<file path="src/rtl/instr_mem_loader_pkg.sv">
// Shared types for the instruction-memory loader: FSM states and checksum width.
package instr_mem_loader_pkg;

  typedef enum logic [1:0] {
    IDLE   = 2'd0,
    LOAD   = 2'd1,
    CHECK  = 2'd2,
    FINISH = 2'd3
  } state_t;

  localparam int CSUM_WIDTH = 8;

endpackage

</file>
<file path="src/rtl/instr_mem_loader_if.sv">
// Host byte stream, load control, memory write port and status of the loader.
interface instr_mem_loader_if #(
  parameter int ADDR_WIDTH = 32,
  parameter int LEN_WIDTH  = 13
);
  logic                  START;
  logic [ADDR_WIDTH-1:0] START_ADDR;
  logic [LEN_WIDTH-1:0]  LEN;
  logic [7:0]            IN_DATA;
  logic                  IN_VALID;
  logic                  IN_READY;
  logic                  MEM_WE;
  logic [ADDR_WIDTH-1:0] MEM_ADDR;
  logic [7:0]            MEM_WDATA;
  logic                  BUSY;
  logic                  DONE;
  logic                  ERR;
  logic                  CPU_HOLD;

  // Host / debug side: drives the stream and load control, observes the rest.
  modport master (
    output START, START_ADDR, LEN, IN_DATA, IN_VALID,
    input  IN_READY, MEM_WE, MEM_ADDR, MEM_WDATA, BUSY, DONE, ERR, CPU_HOLD
  );

  // Loader side.
  modport slave (
    input  START, START_ADDR, LEN, IN_DATA, IN_VALID,
    output IN_READY, MEM_WE, MEM_ADDR, MEM_WDATA, BUSY, DONE, ERR, CPU_HOLD
  );
endinterface

</file>
<file path="src/rtl/instr_mem_loader_byte_checksum8.sv">
// Running mod-256 byte sum with clear/add and a test for "sum plus data is zero".
module byte_checksum8
  import instr_mem_loader_pkg::*;
(
  input  logic                  clk,
  input  logic                  rst_n,
  input  logic                  clr,
  input  logic                  add,
  input  logic [CSUM_WIDTH-1:0] data,
  output logic                  zero
);

  logic [CSUM_WIDTH-1:0] sum_q, sum_d;
  logic [CSUM_WIDTH-1:0] trial;

  always_comb begin
    sum_d = sum_q;
    if (clr) begin
      sum_d = '0;
    end else if (add) begin
      sum_d = sum_q + data;
    end
  end

  always_ff @(posedge clk or negedge rst_n) begin
    if (!rst_n) begin
      sum_q <= '0;
    end else begin
      sum_q <= sum_d;
    end
  end

  // Evaluated against the incoming byte so the checksum verdict lands on its handshake edge.
  assign trial = sum_q + data;
  assign zero  = (trial == '0);

endmodule

</file>
<file path="src/rtl/instr_mem_loader.sv">
// Streams a program image into byte memory, verifies the trailing checksum and
// releases the core from reset only after a good image is loaded.
module instr_mem_loader
  import instr_mem_loader_pkg::*;
#(
  parameter int ADDR_WIDTH = 32,
  parameter int MEM_DEPTH  = 4096,
  parameter int LEN_WIDTH  = 13
) (
  input  logic              CLK,
  input  logic              RESET_N,
  instr_mem_loader_if.slave bus
);

  localparam int EXT_W = ADDR_WIDTH + 1;
  localparam logic [EXT_W-1:0] DEPTH_EXT = EXT_W'(MEM_DEPTH);

  state_t                state_q, state_d;
  logic [ADDR_WIDTH-1:0] addr_q, addr_d;
  logic [LEN_WIDTH-1:0]  remain_q, remain_d;
  logic                  ready_q, ready_d;
  logic                  we_q, we_d;
  logic [ADDR_WIDTH-1:0] mem_addr_q, mem_addr_d;
  logic [7:0]            wdata_q, wdata_d;
  logic                  busy_q, busy_d;
  logic                  done_q, done_d;
  logic                  err_q, err_d;
  logic                  hold_q, hold_d;

  logic                  hs;
  logic                  sum_clr;
  logic                  sum_add;
  logic                  sum_zero;
  logic [EXT_W-1:0]      end_ext;

  assign hs      = bus.IN_VALID && ready_q;
  // One extra bit so an image reaching past the top of memory cannot wrap into range.
  assign end_ext = {1'b0, bus.START_ADDR} + EXT_W'(bus.LEN);

  byte_checksum8 u_csum (
    .clk   (CLK),
    .rst_n (RESET_N),
    .clr   (sum_clr),
    .add   (sum_add),
    .data  (bus.IN_DATA),
    .zero  (sum_zero)
  );

  always_comb begin
    state_d    = state_q;
    addr_d     = addr_q;
    remain_d   = remain_q;
    ready_d    = ready_q;
    we_d       = 1'b0;
    mem_addr_d = mem_addr_q;
    wdata_d    = wdata_q;
    busy_d     = busy_q;
    done_d     = done_q;
    err_d      = err_q;
    sum_clr    = 1'b0;
    sum_add    = 1'b0;

    case (state_q)
      IDLE, FINISH: begin
        if (bus.START) begin
          addr_d   = bus.START_ADDR;
          remain_d = bus.LEN;
          done_d   = 1'b0;
          err_d    = 1'b0;
          sum_clr  = 1'b1;
          if (end_ext > DEPTH_EXT) begin
            err_d   = 1'b1;
            state_d = FINISH;
            ready_d = 1'b0;
            busy_d  = 1'b0;
          end else if (bus.LEN == '0) begin
            state_d = CHECK;
            ready_d = 1'b1;
            busy_d  = 1'b1;
          end else begin
            state_d = LOAD;
            ready_d = 1'b1;
            busy_d  = 1'b1;
          end
        end
      end

      LOAD: begin
        if (hs) begin
          we_d       = 1'b1;
          mem_addr_d = addr_q;
          wdata_d    = bus.IN_DATA;
          sum_add    = 1'b1;
          addr_d     = addr_q + ADDR_WIDTH'(1);
          remain_d   = remain_q - LEN_WIDTH'(1);
          if (remain_q == LEN_WIDTH'(1)) begin
            state_d = CHECK;
          end
        end
      end

      CHECK: begin
        // The checksum byte only feeds the verdict; it is never written.
        if (hs) begin
          if (sum_zero) begin
            done_d = 1'b1;
          end else begin
            err_d = 1'b1;
          end
          state_d = FINISH;
          ready_d = 1'b0;
          busy_d  = 1'b0;
        end
      end

      default: begin
        state_d = IDLE;
        ready_d = 1'b0;
        busy_d  = 1'b0;
      end
    endcase

    hold_d = !done_d;
  end

  always_ff @(posedge CLK or negedge RESET_N) begin
    if (!RESET_N) begin
      state_q    <= IDLE;
      addr_q     <= '0;
      remain_q   <= '0;
      ready_q    <= 1'b0;
      we_q       <= 1'b0;
      mem_addr_q <= '0;
      wdata_q    <= '0;
      busy_q     <= 1'b0;
      done_q     <= 1'b0;
      err_q      <= 1'b0;
      hold_q     <= 1'b1;
    end else begin
      state_q    <= state_d;
      addr_q     <= addr_d;
      remain_q   <= remain_d;
      ready_q    <= ready_d;
      we_q       <= we_d;
      mem_addr_q <= mem_addr_d;
      wdata_q    <= wdata_d;
      busy_q     <= busy_d;
      done_q     <= done_d;
      err_q      <= err_d;
      hold_q     <= hold_d;
    end
  end

  assign bus.IN_READY  = ready_q;
  assign bus.MEM_WE    = we_q;
  assign bus.MEM_ADDR  = mem_addr_q;
  assign bus.MEM_WDATA = wdata_q;
  assign bus.BUSY      = busy_q;
  assign bus.DONE      = done_q;
  assign bus.ERR       = err_q;
  assign bus.CPU_HOLD  = hold_q;

endmodule

</file>
<file path="src/flat_wrapper.sv">
// flat-port wrapper written by rule: the top's interface ports become plain ports
module instr_mem_loader_flat import instr_mem_loader_pkg::*;
#(
  parameter int ADDR_WIDTH = 32,
  parameter int MEM_DEPTH  = 4096,
  parameter int LEN_WIDTH  = 13
)
  (CLK, RESET_N, bus_START, bus_START_ADDR, bus_LEN, bus_IN_DATA, bus_IN_VALID, bus_IN_READY, bus_MEM_WE, bus_MEM_ADDR, bus_MEM_WDATA, bus_BUSY, bus_DONE, bus_ERR, bus_CPU_HOLD);
  instr_mem_loader_if #(.ADDR_WIDTH(ADDR_WIDTH), .LEN_WIDTH(LEN_WIDTH)) bus_i ();
  input  logic CLK;
  input  logic RESET_N;
  input wire logic [$bits(bus_i.START)-1:0] bus_START;
  input wire logic [$bits(bus_i.START_ADDR)-1:0] bus_START_ADDR;
  input wire logic [$bits(bus_i.LEN)-1:0] bus_LEN;
  input wire logic [$bits(bus_i.IN_DATA)-1:0] bus_IN_DATA;
  input wire logic [$bits(bus_i.IN_VALID)-1:0] bus_IN_VALID;
  output wire logic [$bits(bus_i.IN_READY)-1:0] bus_IN_READY;
  output wire logic [$bits(bus_i.MEM_WE)-1:0] bus_MEM_WE;
  output wire logic [$bits(bus_i.MEM_ADDR)-1:0] bus_MEM_ADDR;
  output wire logic [$bits(bus_i.MEM_WDATA)-1:0] bus_MEM_WDATA;
  output wire logic [$bits(bus_i.BUSY)-1:0] bus_BUSY;
  output wire logic [$bits(bus_i.DONE)-1:0] bus_DONE;
  output wire logic [$bits(bus_i.ERR)-1:0] bus_ERR;
  output wire logic [$bits(bus_i.CPU_HOLD)-1:0] bus_CPU_HOLD;
  assign bus_i.START = bus_START;
  assign bus_i.START_ADDR = bus_START_ADDR;
  assign bus_i.LEN = bus_LEN;
  assign bus_i.IN_DATA = bus_IN_DATA;
  assign bus_i.IN_VALID = bus_IN_VALID;
  assign bus_IN_READY = bus_i.IN_READY;
  assign bus_MEM_WE = bus_i.MEM_WE;
  assign bus_MEM_ADDR = bus_i.MEM_ADDR;
  assign bus_MEM_WDATA = bus_i.MEM_WDATA;
  assign bus_BUSY = bus_i.BUSY;
  assign bus_DONE = bus_i.DONE;
  assign bus_ERR = bus_i.ERR;
  assign bus_CPU_HOLD = bus_i.CPU_HOLD;
  instr_mem_loader #(.ADDR_WIDTH(ADDR_WIDTH), .MEM_DEPTH(MEM_DEPTH), .LEN_WIDTH(LEN_WIDTH)) u_core (.CLK(CLK), .RESET_N(RESET_N), .bus(bus_i));
endmodule
</file>
<file path="config.mk">
export PLATFORM = sky130hd
export DESIGN_NAME = instr_mem_loader_flat
export DESIGN_NICKNAME = d
export VERILOG_FILES = /design/src/rtl/instr_mem_loader_pkg.sv /design/src/rtl/instr_mem_loader_if.sv /design/src/rtl/instr_mem_loader_byte_checksum8.sv /design/src/rtl/instr_mem_loader.sv /design/src/flat_wrapper.sv
export SDC_FILE = /design/constraint.sdc
export NUM_CORES = 1
export LEC_CHECK = 0
export ABC_AREA = 1
export BUFFER_PORTS_ARGS = -buffer_cell sky130_fd_sc_hd__buf_2
export CELL_PAD_IN_SITES_DETAIL_PLACEMENT = 1
export CELL_PAD_IN_SITES_GLOBAL_PLACEMENT = 1
export CORE_MARGIN = 2
export CORE_UTILIZATION = 45
export CTS_CLUSTER_DIAMETER = 150
export DETAILED_ROUTE_END_ITERATION = 8
export PLACE_DENSITY_LB_ADDON = 0.1
export SLEW_MARGIN = 20
export SYNTH_ARGS = -nofsm -noshare
export SYNTH_HDL_FRONTEND = slang
export SYNTH_SLANG_ARGS = --single-unit
</file>
<file path="constraint.sdc">
create_clock -name CLK -period 5.2 [get_ports CLK]
set_input_delay 0.78 -clock CLK [delete_from_list [all_inputs] [get_ports CLK]]
set_output_delay 0.78 -clock CLK [all_outputs]
set_load 0.02 [all_outputs]
</file>
== Yosys cells after proc, flatten, opt, wreduce, memory -nomap -nowiden ==
Index checks and enable logic that the tools add are counted.

* Mux-type cells: 32
* Eq/ne operators: 9
* $add $sub $neg: 4
* Magnitude comparators: 1
* Reduce and logical (&&, ||, !) cells: 14

{| class="wikitable"
|+ Operators by type and width
! operator !! number
|-
| $mux 32 || 2
|-
| $pmux 32 s2 || 1
|-
| $add 32x13->33 || 1
|-
| $gt 33x13->1 const B || 1
|-
| $add 32x1->32 const B || 1
|-
| $mux 13 || 2
|-
| $pmux 13 s2 || 1
|-
| $mux 8 || 2
|-
| $mux 1 || 14
|-
| $eq 13x1->1 const B || 1
|-
| $logic_not 13->1 || 1
|-
| $sub 13x1->13 const B || 1
|-
| $mux 2 || 6
|-
| $add 8x8->8 || 1
|-
| $logic_not 8->1 || 1
|-
| $reduce_and 4->1 || 2
|-
| $ne 2x1->1 const B || 3
|-
| $pmux 1 s2 || 3
|-
| $pmux 2 s3 || 1
|-
| $reduce_and 3->1 || 2
|-
| $reduce_bool 2->1 || 3
|-
| $eq 2x2->1 const B || 2
|-
| $ne 2x2->1 const B || 2
|-
| $eq 2x1->1 const B || 1
|-
| 5 further kinds || 5
|}

* Bits in registers: 100
* Word-level logic and storage cells: 71
* Input port bits: 57

== Logic depth before layout (Yosys ltp) ==
* Depth after elaboration: 6
* Depth in mapped cells: 20
* Gate-level depth less buffers: 20

== Modules after synthesis ==
Synthesis repeated with hierarchy kept, for this count alone.

* Cell total of the unflattened synthesis: 1038
* Area total of the unflattened synthesis: 7178.1 µm²

{| class="wikitable"
|+ Modules (own cells, without submodules)
! module !! cells an instance !! area each (µm²) !! instances
|-
| instr_mem_loader || 939 || 6496.2 || 1
|-
| byte_checksum8 || 99 || 681.9 || 1
|}

== Worst setup path before layout ==
No wires, ideal clock.

* Path type: input-to-reg
* From: input port bus_LEN[0]
* To: register u_core.err_q (netlist: u_core.bus.ERR)
* Buffers on the path: 0
* Path slack: 2499 ps
* Stages: 15
* Arrival: 2581 ps
* Library setup time: 121 ps
* Cell sequence: ha_1 -> fa_1 -> or2_2 -> a21oi_1 -> nand3_1 -> nor2_1 -> nand3_1 -> nor2_1 -> nand2_1 -> nor2_1 -> nand3_1 -> nand2_1 -> nand3_2 -> nor2_1 -> nor2_1

* Longest elaborated chain between the ends: 5

{| class="wikitable"
|+ RTL lines
! what !! RTL line !! RTL
|-
| from (decl) || flat_wrapper.sv:14 || <nowiki>input wire logic [$bits(bus_i.LEN)-1:0] bus_LEN;</nowiki>
|-
| $add 32x13->33 || instr_mem_loader.sv:38 || <nowiki>assign end_ext = {1'b0, bus.START_ADDR} + EXT_W'(bus.LEN);</nowiki>
|-
| $gt 33x13->1 || instr_mem_loader.sv:71 || <nowiki>if (end_ext > DEPTH_EXT) begin</nowiki>
|-
| $mux 1 || instr_mem_loader.sv:71 ||
|-
| $mux 1 || instr_mem_loader.sv:65 || <nowiki>if (bus.START) begin</nowiki>
|-
| $pmux 1 s2 || instr_mem_loader.sv:63 || <nowiki>case (state_q)</nowiki>
|-
| to (signal assigned) || instr_mem_loader.sv:149 || <nowiki>err_q <= err_d;</nowiki>
|-
| to (decl) || instr_mem_loader.sv:27 || <nowiki>logic err_q, err_d;</nowiki>
|}

Every way passes these cells. The select of a mux whose other input is x is not followed.
A chain may end at the register's enable or synchronous reset.

== Worst setup path in the final report ==
* From: register u_core.state_q[1]
* To: register u_core.mem_addr_q[17] (netlist: u_core.bus.MEM_ADDR[17])

* Longest elaborated chain between the ends: 2

{| class="wikitable"
|+ RTL lines
! what !! RTL line !! RTL
|-
| from (decl) || instr_mem_loader.sv:18 || <nowiki>state_t state_q, state_d;</nowiki>
|-
| from (signal assigned) || instr_mem_loader.sv:140 || <nowiki>state_q <= state_d;</nowiki>
|-
| $eq 2x1->1 || instr_mem_loader.sv:63 ||
|-
| $reduce_and 2->1 (no source line) || - ||
|-
| to (signal assigned) || instr_mem_loader.sv:145 || <nowiki>mem_addr_q <= mem_addr_d;</nowiki>
|-
| to (decl) || instr_mem_loader.sv:23 || <nowiki>logic [ADDR_WIDTH-1:0] mem_addr_q, mem_addr_d;</nowiki>
|}

Every way passes these cells.

==> impl_metrics.csv <==
group,metric,value,unit
setup_path,startpoint,"u_core.state_q[1]$_DFFE_PN0P_",
placed_design,hpwl,17500,um
clock_tree,cts.clk_slew.worst_paths,0.07,ns
sta,fin_crit_sh,55.3,%
placed_design,gp_congestion,0.907,
final_layout,area_growth_syn_to_layout,13.9,%
logic_synthesis,synthCells,1029,
final_layout,diodes,0,
clock_tree,cts_buffers,9,
logic_synthesis,ys_types,48,
power,swShare,42.4,%
floorplanning,die_area,16900,um2
drt,first_iter_violations,421,
global_route,grt_pass1_vias,7040,
floorplanning,start_util,45.5,%
logic_synthesis,syn-num-nets,1113,
sta,hold_viol,0,
setup_path,cp-end-kind,"flop",
setup_path,required,5.39,ns
sta,final.min_clock_period,2.87,ns
clock_tree,insertion_delay,0.36,ns
power,p_comb_share,36.4,%
sta,setup_viol,0,
hold_path,hold_start,"u_core.bus.MEM_WDATA[3]$_DFFE_PN0P_",
logic_synthesis,avgSynthCellArea,6.93,um2
logic_synthesis,synth_seq_area_share,35.1,%
floorplanning,io_pins,103,
global_route,grt-ovfl-total,0,
global_route,grt_max_degree,80,
setup_path,setup.worst_path.start_class,"flop",
final_layout,drive_gt1_share,15.6,%
sta,worstMarginPinSlew,1.05,ns
clock_tree,cts-htree-levels,3,
global_route,antenna_found_initial,0,
drt,drt_pass1_iterations,5,
clock_tree,root_buffer,"clkbuf_16",
logic_synthesis,ys_seq_elements,100,
setup_path,reg2reg_from,"u_core.state_q[1]$_DFFE_PN0P_",
logic_synthesis,yosysWarnings,0,
setup_path,path_max_fanout,79,
sta,slew_headroom,30.0,%
power,p_leak,4.22,nW
sta,rsz0062_at_grt,"no",
logic_synthesis,mappedNetlistArea,7130,um2
setup_path,cp_data_arrival_time,3.07,ns
drt,avgViaCountPerCell,5.28,
drt,num_vias,7065,
floorplanning,die_h,130,um
global_route,grt_pass1_wl,35700,um
power,power.internal,1.63,mW
floorplanning,die_w,130,um
power,p_seq_share,40.2,%
drt,ant_nets,0,
global_route,grt_use_total,26.9,%
clock_tree,cts_tree,"built",
drt,drc_errors,0,
sta,fmax,348,MHz
power,irDropWorstVdd,0.000182,V
floorplanning,coreArea,15700,um2
placed_design,placedInstanceArea,7840,um2
drt,wl_per_cell,16.5,um
power,switching_power,1.19,mW
job,timing.max_cap.violations,0,
placed_design,io_buffers,102,
power,pwr_density_cell,347,nW/um2
hold_path,min_path_type,"reg2reg",
clock_tree,clk_path_buf_depth,2,
clock_tree,ctsHoldBuffers,0,
clock_tree,clock-sinks,100,
run_status,run_status,"finished, final reports clean",
sta,clock_skew,0.00886,ns
clock_tree,postCtsResizedCells,0,
final_layout,postLayoutCellArea,8120,um2
drt,wirelength,22100,um
final_layout,num-nets-final,1200,
floorplanning,row_count,46,
sta,hold_ws,0.470,ns
power,clkPwrFrac,23.4,%
sta,drv_slew,0,
setup_path,path_class,"reg2reg",
clock_tree,cts_setup_buffers,0,
sta,fin_setup_tns,0,ns
## worst max-delay path, stage by stage, from the launching register on
cell and delay, ns:
dfrtp_1 0.40, inv_1 0.06, ha_1 0.42, inv_2 0.28, nor2_1 0.87, inv_2 0.03, buf_4 0.36, nand2_1 0.15
o21ai_0 0.11
## area by class of cell
type / instances / area (um2)
fillers: 2135 / 7530
well taps: 216 / 270
clock inverters: 4 / 30.0
flip-flops and latches: 100 / 2500
repair buffers: 107 / 551
multi-input cells: 754 / 3970
clock buffers: 12 / 256
inverters: 144 / 541
## power by group through the flow
stage / clock, mW / sequential [mW] / combinational (mW)
6_report: 0.659 / 1.13 / 1.03
4_1_cts: 0.674 / 1.13 / 1.03
5_1_grt: 0.707 / 1.16 / 1.17
2_1_floorplan: 0 / 1.10 / 0.726
3_3_place_gp: 0 / 1.13 / 0.980
3_5_place_dp: 0 / 1.14 / 1.02
## metal layers
| layer | vias up | wire length [um] | global-route usage, % | share of wire [%] |
|---|---|---|---|---|
| li1 | 3516 | - | - | - |
| met1 | 3414 | 10800 | 37.8 | 49 |
| met2 | 109 | 10400 | 44.7 | 47 |
| met3 | 26 | 535 | 3.12 | 2.4 |
| met4 | 0 | 284 | 6.07 | 1.3 |
| met5 | - | 0 | 0 | 0 |
## metrics by stage
step	power [mW]	setup WS (ns)	util (%)	std cells
after floorplan	1.82	2.50	-	1029
after global placement	2.11	2.13	50.0	1321
after detailed placement	2.16	2.07	50.0	1321
after CTS	2.83	2.29	51.9	1337
after global routing	3.03	2.06	51.9	1337
final	2.82	2.33	51.9	1337
## cells in the final DEF (no fill, tap or decap), types with 2 or more instances in the layout
cell type and n:
nand2_1 269, inv_1 139, o21ai_0 105, buf_2 101, dfrtp_1 99, nor2_1 77, nand3_1 61, a21oi_1 50
xor2_1 31, ha_1 25, nor3_1 19, nand4_1 17, nand2_2 17, nor2_2 10, clkbuf_16 9, o22ai_1 8
nor4_1 6, o21ai_1 6, buf_4 6, o211ai_1 5, inv_2 5, a22oi_1 4, nand3_2 4, nor3_4 4
nand3b_1 4, xnor2_1 3, nor2_4 3, o21bai_1 2, a31oi_1 2, o32ai_1 2, nand4_2 2, nor3_2 2
and2_1 2, or2_2 2, fa_1 2, inv_6 2, clkbuf_8 2
## synthesized netlist by cell type, drive strengths merged
master / instances / share of area [%]
o31ai: 1 / 0.11
dfrtp: 99 / 35
a32oi: 1 / 0.12
inv: 143 / 7.5
ha: 25 / 4.4
a21o: 1 / 0.11
a31oi: 2 / 0.18
clkbuf: 24 / 1.3
fa: 2 / 0.56
o32ai: 2 / 0.25
nand4: 19 / 1.8
nor2: 90 / 5.4
nor3: 25 / 2.5
nor4: 6 / 0.53
o22ai: 8 / 0.70
o211ai: 5 / 0.53
a211oi: 1 / 0.11
buf: 7 / 0.46
and2: 2 / 0.18
or2: 2 / 0.18
a22oi: 4 / 0.42
o21a: 1 / 0.11
a21boi: 1 / 0.11
o21ai: 111 / 7.8
nand3: 65 / 4.8
xor2: 31 / 3.8
xnor2: 3 / 0.37
nand2: 286 / 16
o21bai: 3 / 0.47
and3: 1 / 0.088
nor3b: 1 / 0.18
clkinv: 1 / 0.053
nand3b: 4 / 0.42
a21oi: 51 / 3.6
dfstp: 1 / 0.37
## registers in the layout, summed over array words and instances (netlist names)
name	count
u_core.bus.MEM_ADDR	32
u_core.remain_q	13
u_core.bus.CPU_HOLD	1
u_core.bus.ERR	1
u_core.u_csum.sum_q	8
u_core.bus.DONE	1
u_core.bus.IN_READY	1
u_core.bus.MEM_WE	1
u_core.addr_q	32
u_core.bus.MEM_WDATA	8
u_core.state_q	2
## cells by family after synthesis
family	share of synthesized area, %
simple gates	31.8
compound gates	14.6
buf+inv	9.30
flops	35.1
xor+xnor	4.18
fa+ha+maj	4.95
## final timing paths
check / endpoint / slack (ns) / cells after the start
max: u_core.bus.MEM_ADDR[17]$_DFFE_PN0P_ / 2.33 / 8
min: u_core.bus.MEM_WDATA[3]$_DFFE_PN0P_ / 0.47 / 2
max reg2reg: u_core.bus.MEM_ADDR[17]$_DFFE_PN0P_ / 2.33 / 8
min reg2reg: u_core.bus.MEM_WDATA[3]$_DFFE_PN0P_ / 0.47 / 2
max in group asynchronous: u_core.bus.MEM_ADDR[21]$_DFFE_PN0P_ / 3.67 / 2
min in group asynchronous: u_core.remain_q[7]$_DFFE_PN0P_ / 0.54 / 1
Power figures use the tool's default switching activity.
